`src/rtl/fwd_hazard_unit.sv`:
```
// Operand-forwarding and load-use hazard unit.
// Keeps a tag tracker for the post-ID stages. For every source operand it
// picks the youngest matching producer, or the register file when nothing
// matches. Issue stalls while that producer's data is not yet valid.

// Per-source selector: finds the youngest match and checks whether it is ready.
module fwd_hazard_src #(
  parameter int REG_AW    = 5,
  parameter int DATA_W    = 32,
  parameter int FWD_DEPTH = 3,
  parameter int LOAD_LAT  = 1,
  parameter int SEL_W     = $clog2(FWD_DEPTH+1)
) (
  input  logic [REG_AW-1:0]                  i_src,
  input  logic                               i_used,
  input  logic [FWD_DEPTH-1:0]               i_vld,
  input  logic [FWD_DEPTH-1:0]               i_ld,
  input  logic [FWD_DEPTH-1:0][REG_AW-1:0]   i_dst,
  input  logic [DATA_W-1:0]                  i_rf_data,
  input  logic [FWD_DEPTH-1:0][DATA_W-1:0]   i_stage_data,
  output logic [SEL_W-1:0]                   o_sel,
  output logic [DATA_W-1:0]                  o_data,
  output logic                               o_hazard
);
  logic [FWD_DEPTH-1:0] w_match;

  // r0 and unused sources never match, so they always fall back to the RF
  always_comb begin
    w_match = '0;
    for (int k = 0; k < FWD_DEPTH; k++)
      w_match[k] = i_vld[k] & i_used & (i_src != '0) & (i_dst[k] == i_src);
  end

  // Scan from the oldest stage down so the youngest match overrides the rest;
  // an older ready match never hides a younger one that is not ready
  always_comb begin
    o_sel    = '0;
    o_data   = i_rf_data;
    o_hazard = 1'b0;
    for (int k = FWD_DEPTH-1; k >= 0; k--) begin
      if (w_match[k]) begin
        o_sel    = SEL_W'(k+1);
        o_hazard = i_ld[k] && (k < LOAD_LAT);
        o_data   = o_hazard ? i_rf_data : i_stage_data[k];
      end
    end
  end
endmodule

module fwd_hazard_unit #(
  parameter int REG_AW    = 5,
  parameter int DATA_W    = 32,
  parameter int NUM_SRC   = 2,
  parameter int FWD_DEPTH = 3,
  parameter int LOAD_LAT  = 1,
  parameter int SEL_W     = $clog2(FWD_DEPTH+1)
) (
  input  logic                          i_clk,
  input  logic                          i_rst,
  input  logic                          i_pipe_en,
  input  logic                          i_flush,
  input  logic                          i_id_valid,
  input  logic [NUM_SRC*REG_AW-1:0]     i_id_src_addr,
  input  logic [NUM_SRC-1:0]            i_id_src_used,
  input  logic [REG_AW-1:0]             i_id_dst_addr,
  input  logic                          i_id_dst_wen,
  input  logic                          i_id_is_load,
  input  logic [NUM_SRC*DATA_W-1:0]     i_rf_data,
  input  logic [FWD_DEPTH*DATA_W-1:0]   i_stage_data,
  output logic                          o_stall,
  output logic [NUM_SRC*SEL_W-1:0]      o_fwd_sel,
  output logic [NUM_SRC*DATA_W-1:0]     o_fwd_data,
  output logic [31:0]                   o_stall_cnt,
  output logic [31:0]                   o_fwd_cnt
);
  // Tracker entry k belongs to the instruction now in post-ID stage k
  logic [FWD_DEPTH-1:0]             r_vld;
  logic [FWD_DEPTH-1:0]             r_ld;
  logic [FWD_DEPTH-1:0][REG_AW-1:0] r_dst;
  logic [31:0]                      r_stall_cnt;
  logic [31:0]                      r_fwd_cnt;

  logic [NUM_SRC-1:0] w_hazard;
  logic               w_issue;
  logic               w_any_fwd;

  genvar i;
  generate
    for (i = 0; i < NUM_SRC; i++) begin : g_src
      fwd_hazard_src #(
        .REG_AW(REG_AW), .DATA_W(DATA_W), .FWD_DEPTH(FWD_DEPTH),
        .LOAD_LAT(LOAD_LAT), .SEL_W(SEL_W)
      ) u_src (
        .i_src        (i_id_src_addr[i*REG_AW +: REG_AW]),
        .i_used       (i_id_src_used[i]),
        .i_vld        (r_vld),
        .i_ld         (r_ld),
        .i_dst        (r_dst),
        .i_rf_data    (i_rf_data[i*DATA_W +: DATA_W]),
        .i_stage_data (i_stage_data),
        .o_sel        (o_fwd_sel[i*SEL_W +: SEL_W]),
        .o_data       (o_fwd_data[i*DATA_W +: DATA_W]),
        .o_hazard     (w_hazard[i])
      );
    end
  endgenerate

  assign o_stall     = i_id_valid & (|w_hazard);
  assign w_issue     = i_id_valid & ~o_stall & ~i_flush;
  assign w_any_fwd   = |o_fwd_sel;
  assign o_stall_cnt = r_stall_cnt;
  assign o_fwd_cnt   = r_fwd_cnt;

  // Shift tags one stage per advance; a stalled or flushed slot enters as a bubble
  always_ff @(posedge i_clk or posedge i_rst) begin
    if (i_rst) begin
      r_vld <= '0;
      r_ld  <= '0;
      r_dst <= '0;
    end else if (i_pipe_en) begin
      for (int k = FWD_DEPTH-1; k > 0; k--) begin
        r_vld[k] <= r_vld[k-1];
        r_ld[k]  <= r_ld[k-1];
        r_dst[k] <= r_dst[k-1];
      end
      r_vld[0] <= w_issue & i_id_dst_wen;
      r_ld[0]  <= w_issue & i_id_is_load;
      r_dst[0] <= w_issue ? i_id_dst_addr : '0;
    end
  end

  // Saturating stall / forwarded-issue counters, frozen with the pipeline
  always_ff @(posedge i_clk or posedge i_rst) begin
    if (i_rst) begin
      r_stall_cnt <= '0;
      r_fwd_cnt   <= '0;
    end else if (i_pipe_en) begin
      if (o_stall && (r_stall_cnt != '1))
        r_stall_cnt <= r_stall_cnt + 32'd1;
      if (w_issue && w_any_fwd && (r_fwd_cnt != '1))
        r_fwd_cnt <= r_fwd_cnt + 32'd1;
    end
  end
endmodule

```
`config.mk`:
```
export PLATFORM = sky130hd
export DESIGN_NAME = fwd_hazard_unit
export DESIGN_NICKNAME = d
export VERILOG_FILES = /design/src/rtl/fwd_hazard_unit.sv
export SDC_FILE = /design/constraint.sdc
export NUM_CORES = 1
export LEC_CHECK = 0
export ABC_AREA = 0
export BUFFER_PORTS_ARGS = -buffer_cell sky130_fd_sc_hd__buf_4
export CAP_MARGIN = 30
export CORE_AREA = 2 2 122 124
export CTS_BUF_LIST = sky130_fd_sc_hd__clkbuf_4 sky130_fd_sc_hd__clkbuf_8
export CTS_CLUSTER_DIAMETER = 50
export CTS_CLUSTER_SIZE = 30
export DETAILED_ROUTE_END_ITERATION = 10
export DIE_AREA = 0 0 124 126
export PLACE_DENSITY = 0.82
export SYNTH_ARGS = -nofsm -noshare
export SYNTH_HDL_FRONTEND = slang
export SYNTH_SLANG_ARGS = --single-unit
```
`constraint.sdc`:
```
create_clock -name i_clk -period 7.23 [get_ports i_clk]
set_input_delay 1.0845 -clock i_clk [delete_from_list [all_inputs] [get_ports i_clk]]
set_output_delay 1.0845 -clock i_clk [all_outputs]
set_load 0.01 [all_outputs]
```
* Word-level counts from Yosys, hierarchy flattened
Index checks and enable logic that the tools add are counted.
** Operators by class
- Add/sub/neg operators :: 2
- Equality and inequality tests :: 8
- Mux-type cells :: 17
- Bitwise gates (word level) :: 25
- Reductions and logical operators :: 9
** Operators with widths (count)
- two-way mux 32 bit :: 8
- adder 32 x 1 -> 32 bit (second input constant) :: 2
- inequality test 32 bit (second input constant) :: 2
- == test 5 bit :: 6
- bitwise AND 1 bit :: 23
- two-way mux 2 bit :: 6
- nonzero test 5 bit :: 2
- two-way mux 5 bit :: 1
- AND reduction 2 bit :: 2
- OR reduction 4 bit :: 1
- logical AND 1 bit :: 3
- two-way mux 1 bit :: 2
- NOT 1 bit :: 2
- OR reduction 2 bit :: 1
** Word-level totals
- Register bits after elaboration :: 83
- Bits of input ports :: 184
- Output and inout port bits :: 133
- Word-level logic and storage cells :: 68

* Depth between registers and ports, before layout
- Depth in word-level cells :: 12
- Depth in mapped cells :: 9
- Mapped depth without buffers :: 8

* Hierarchy
From an unflattened synthesis, not the netlist that was laid out.
** Unflattened totals
- Cell total of the unflattened synthesis :: 797
- Area, all modules :: 7513.5 um^2
** By module, submodules not included
- fwd_hazard_unit :: times used 1, cells each 359, area each 3945.0 um^2, sequential area each 2127.0 um^2
- fwd_hazard_src :: times used 2, cells each 219, area each 1784.2 um^2, sequential area each 0.0 um^2

* Worst setup path before layout
No wires, ideal clock.
- Path kind :: input -> output
- Start :: in i_id_src_addr[6]
- End :: out o_fwd_data[33]
- Arrival :: 3.049 ns
- Data required time :: 6.145 ns
- Setup slack :: 3.097 ns
- Stages :: 8
- Path buffers :: 2
- Path through :: or4_1 -> o21a_1 -> and4_1 -> clkbuf_1 -> clkbuf_1 -> nor2_1 -> o22ai_1 -> nor2_1
** On the way
- Longest elaborated chain between the ends :: 6
- Elaborated cells between the ends (all ways) :: 13
- Those cells by class :: eq/ne: 3; mux: 3; bitwise: 6; reduce/logical: 1
** RTL lines
- start, declared :: RTL line 63 : input logic [NUM_SRC*REG_AW-1:0] i_id_src_addr,
- nonzero test 5 bit :: RTL line 31 : w_match[k] = i_vld[k] & i_used & (i_src != '0) & (i_dst[k] == i_src);
- bitwise AND 1 bit (2 in series) :: RTL line 31
- two-way mux 32 bit (2 in series) :: RTL line 41 : if (w_match[k]) begin
- two-way mux 32 bit * :: RTL line 41
- end, declared :: RTL line 72 : output logic [NUM_SRC*DATA_W-1:0] o_fwd_data,
Mark *: on every way between the ends. The rest lies on a longest branch, timed or not.

* Final worst setup path
- Start :: in i_id_src_addr[1]
- End :: out o_fwd_data[21]
The elaborated chain is that of the path after synthesis.

==> flow_summary.ini <==
[synthesis]
synth_warnings = 0
syn-num-nets = 893
syn_avg_cell_area_um2 = 8.80
synth_cells = 707
syn-cell-area_um2 = 6220
async_flop_share = 1.00
synth-main-ff-cell = dfrtp_1
synth_edf_count = 0
synth_cell_types = 49
synth-seq-area-share = 0.334
synth_top_area_share = 0.334
yosys.area.top_type = dfrtp_1
ys_seq_elements = 83
synth_area_leaders = dfrtp_1 (33%), xnor2_1 (8.7%), nor2_1 (5.1%), mux2i_1 (4.8%), xor2_1 (4.2%)

[finish]
final_cell_mix = buf_4 (328), dfrtp_1 (83), nor2_1 (81), xnor2_1 (62), nand2_1 (57)
instances_no_fill = 1194
layout_commonest_cell = buf_4
register_area_um2 = 2080
antenna_cells = 0
multiInputGateArea_um2 = 3950
final_area_um2 = 9030
layout.nets = 1191
drive_gt1_frac = 0.400
synthToLayoutAreaGrowth_pct = 45.1
fill_cells = 1239

[floorplan]
die_w_um = 124
start_util = 0.435
die_h_um = 126
io-pin-count = 317
core.rowCount = 44
core_um2 = 14300
dieArea_um2 = 15600

[timing]
fin_ws_ps = 2200
fin_setup_tns_ps = 0
rsz0062_at_grt = false
worst_slew_pin_slew_ps = 1000
finalHoldViolations = 0
clock.fmax_mhz = 199
setup_viol = 0
fin_crit_sh = 0.696
period_needed_ps = 5030
clock-skew-final_ps = 7.53
slew_headroom = 0.331
final_max_slew_viol_count = 0

[cts]
clk_pin_slew_ps = 70
clock_sinks = 83
cts_hold_buffers = 0
cts-buffers-inserted = 9
cts_tree = done
cts_root_buffer = clkbuf_8
insertion_delay_ps = 350
htreeDepth = 3
post-cts-setup-buffers = 0
clockBufferDepth = 2
postCtsResizedCells = 0

[place]
place_area_um2 = 8830
place.gp.congestion = 0.943
dpl_worst_slack_ps = 2280
dp_cells = 1178
port_buffers = 316
hpwl_um = 18000

[grt]
overflow = 0
antenna_found_initial = 0
grt_max_degree = 51
grt_pass1_vias = 6744
grt_util_all_layers = 0.298
grt_pass1_wl_um = 36400

[critical_path]
path_class = in -> out
required_ps = 6150
timing.rr.start = r_dst[3]
timing.rr.end = o_stall_cnt[19]
reg2reg_depth = 7
rrSetupSlack_ps = 4170
endpoint_kind = primary output
crit_start = i_id_src_addr[1]
endpoint = o_fwd_data[21]
crit_path_max_fanout = 50
crit_arrival_ps = 3950
start_kind = input port

[detailed_routing]
drt-vias-per-instance = 5.92
antenna_left = 0
vias = 7071
wl_um = 24000
drt-initial-drc-count = 553
drc_errors = 0
first_pass_iters = 6
routedWlPerCell_um = 20.1

[power]
power-per-cell-area_nw_per_um2 = 117
p_leak_nw = 4.22
ir_worst_vdd_mv = 0.123
finalPower_mw = 1.05

[flow_run]
cap_violations = 0

[run_status]
status = complete, no violations

[min_path]
hold_path.class = reg -> reg
## Yosys cell counts (2+ instances only)
cell type and instances:
nor2_1 84, dfrtp_1 83, xnor2_1 62, nand2_1 57, a21oi_1 43, clkbuf_1 32
mux2i_1 30, xor2_1 30, nand3_1 28, a221o_1 26, o22ai_1 26, a221oi_1 23
nand4_1 23, o221a_2 22, a211oi_1 16, mux2_2 13, nor3_1 12, and3_1 11
inv_1 11, and4_1 10, nor4_1 9, o21ai_0 8, buf_2 7, and2_1 5
buf_1 3, nand3_2 3, o21a_1 3, or2_2 3, or4_1 3, ha_1 2
## per-layer routing
layer / wire length, um / global-route usage
met5: 0 / 0
met3: 2520 / 0.0915
met4: 962 / 0.126
met1: 9110 / 0.360
met2: 11400 / 0.489
## critical path, stage by stage
cell and delay [ps]:
buf_4 140, or4_1 510, o21ai_1 390, nor3_2 90, buf_4 310, nor2_2 850
o22ai_1 140, nor2_1 230, buf_4 160
## layout make-up
type,instances,area share
clock inverter,1,0.000554
inverter,11,0.00471
tap,184,0.0255
multi-input combinational,569,0.437
timing repair buffer,331,0.281
sequential,83,0.230
clock buffer,15,0.0215
## state kept, by name, indices dropped and copies added, names as in the netlist
name,count
r_dst,15
o_fwd_cnt,32
r_vld,3
r_ld,1
o_stall_cnt,32
## cells by family (layout without fill, tap and decap cells)
family,count (synthesis),in the layout,synth area share
multiplexers,44,44,0.0736
XOR/XNOR,92,92,0.129
flip-flops,83,83,0.334
buffers and inverters,55,358,0.0364
adder cells (fa/ha/maj),2,2,0.00402
AND/OR/NAND/NOR,258,258,0.207
AO/OA/AOI/OAI,173,173,0.216
## worst min path at each step
stage	to	startpoint	cells after the start
floorplan	r_vld[1]	r_vld[1]	1
global placement	o_fwd_cnt[10]	o_fwd_cnt[10]	1
detailed placement	o_fwd_cnt[14]	o_fwd_cnt[14]	1
CTS	o_fwd_cnt[14]	o_fwd_cnt[14]	1
global route	o_fwd_cnt[14]	o_fwd_cnt[14]	1
finish	o_fwd_cnt[10]	o_fwd_cnt[10]	1
## per-stage QoR
stage | hold WS (ps) | utilization
after floorplan | 512 | -
after global placement | 476 | 0.612
after detailed placement | 481 | 0.617
after CTS | 495 | 0.631
after global routing | 519 | 0.631
final | 495 | 0.631
## power breakdown
group	switching, mW	leakage (nW)	internal, mW
Combinational	0.107	2.96	0.137
Sequential	0.0129	1.15	0.473
Clock	0.154	0.107	0.170
Total	0.274	4.22	0.781
Note: power is estimated with default switching activity, not from simulation.
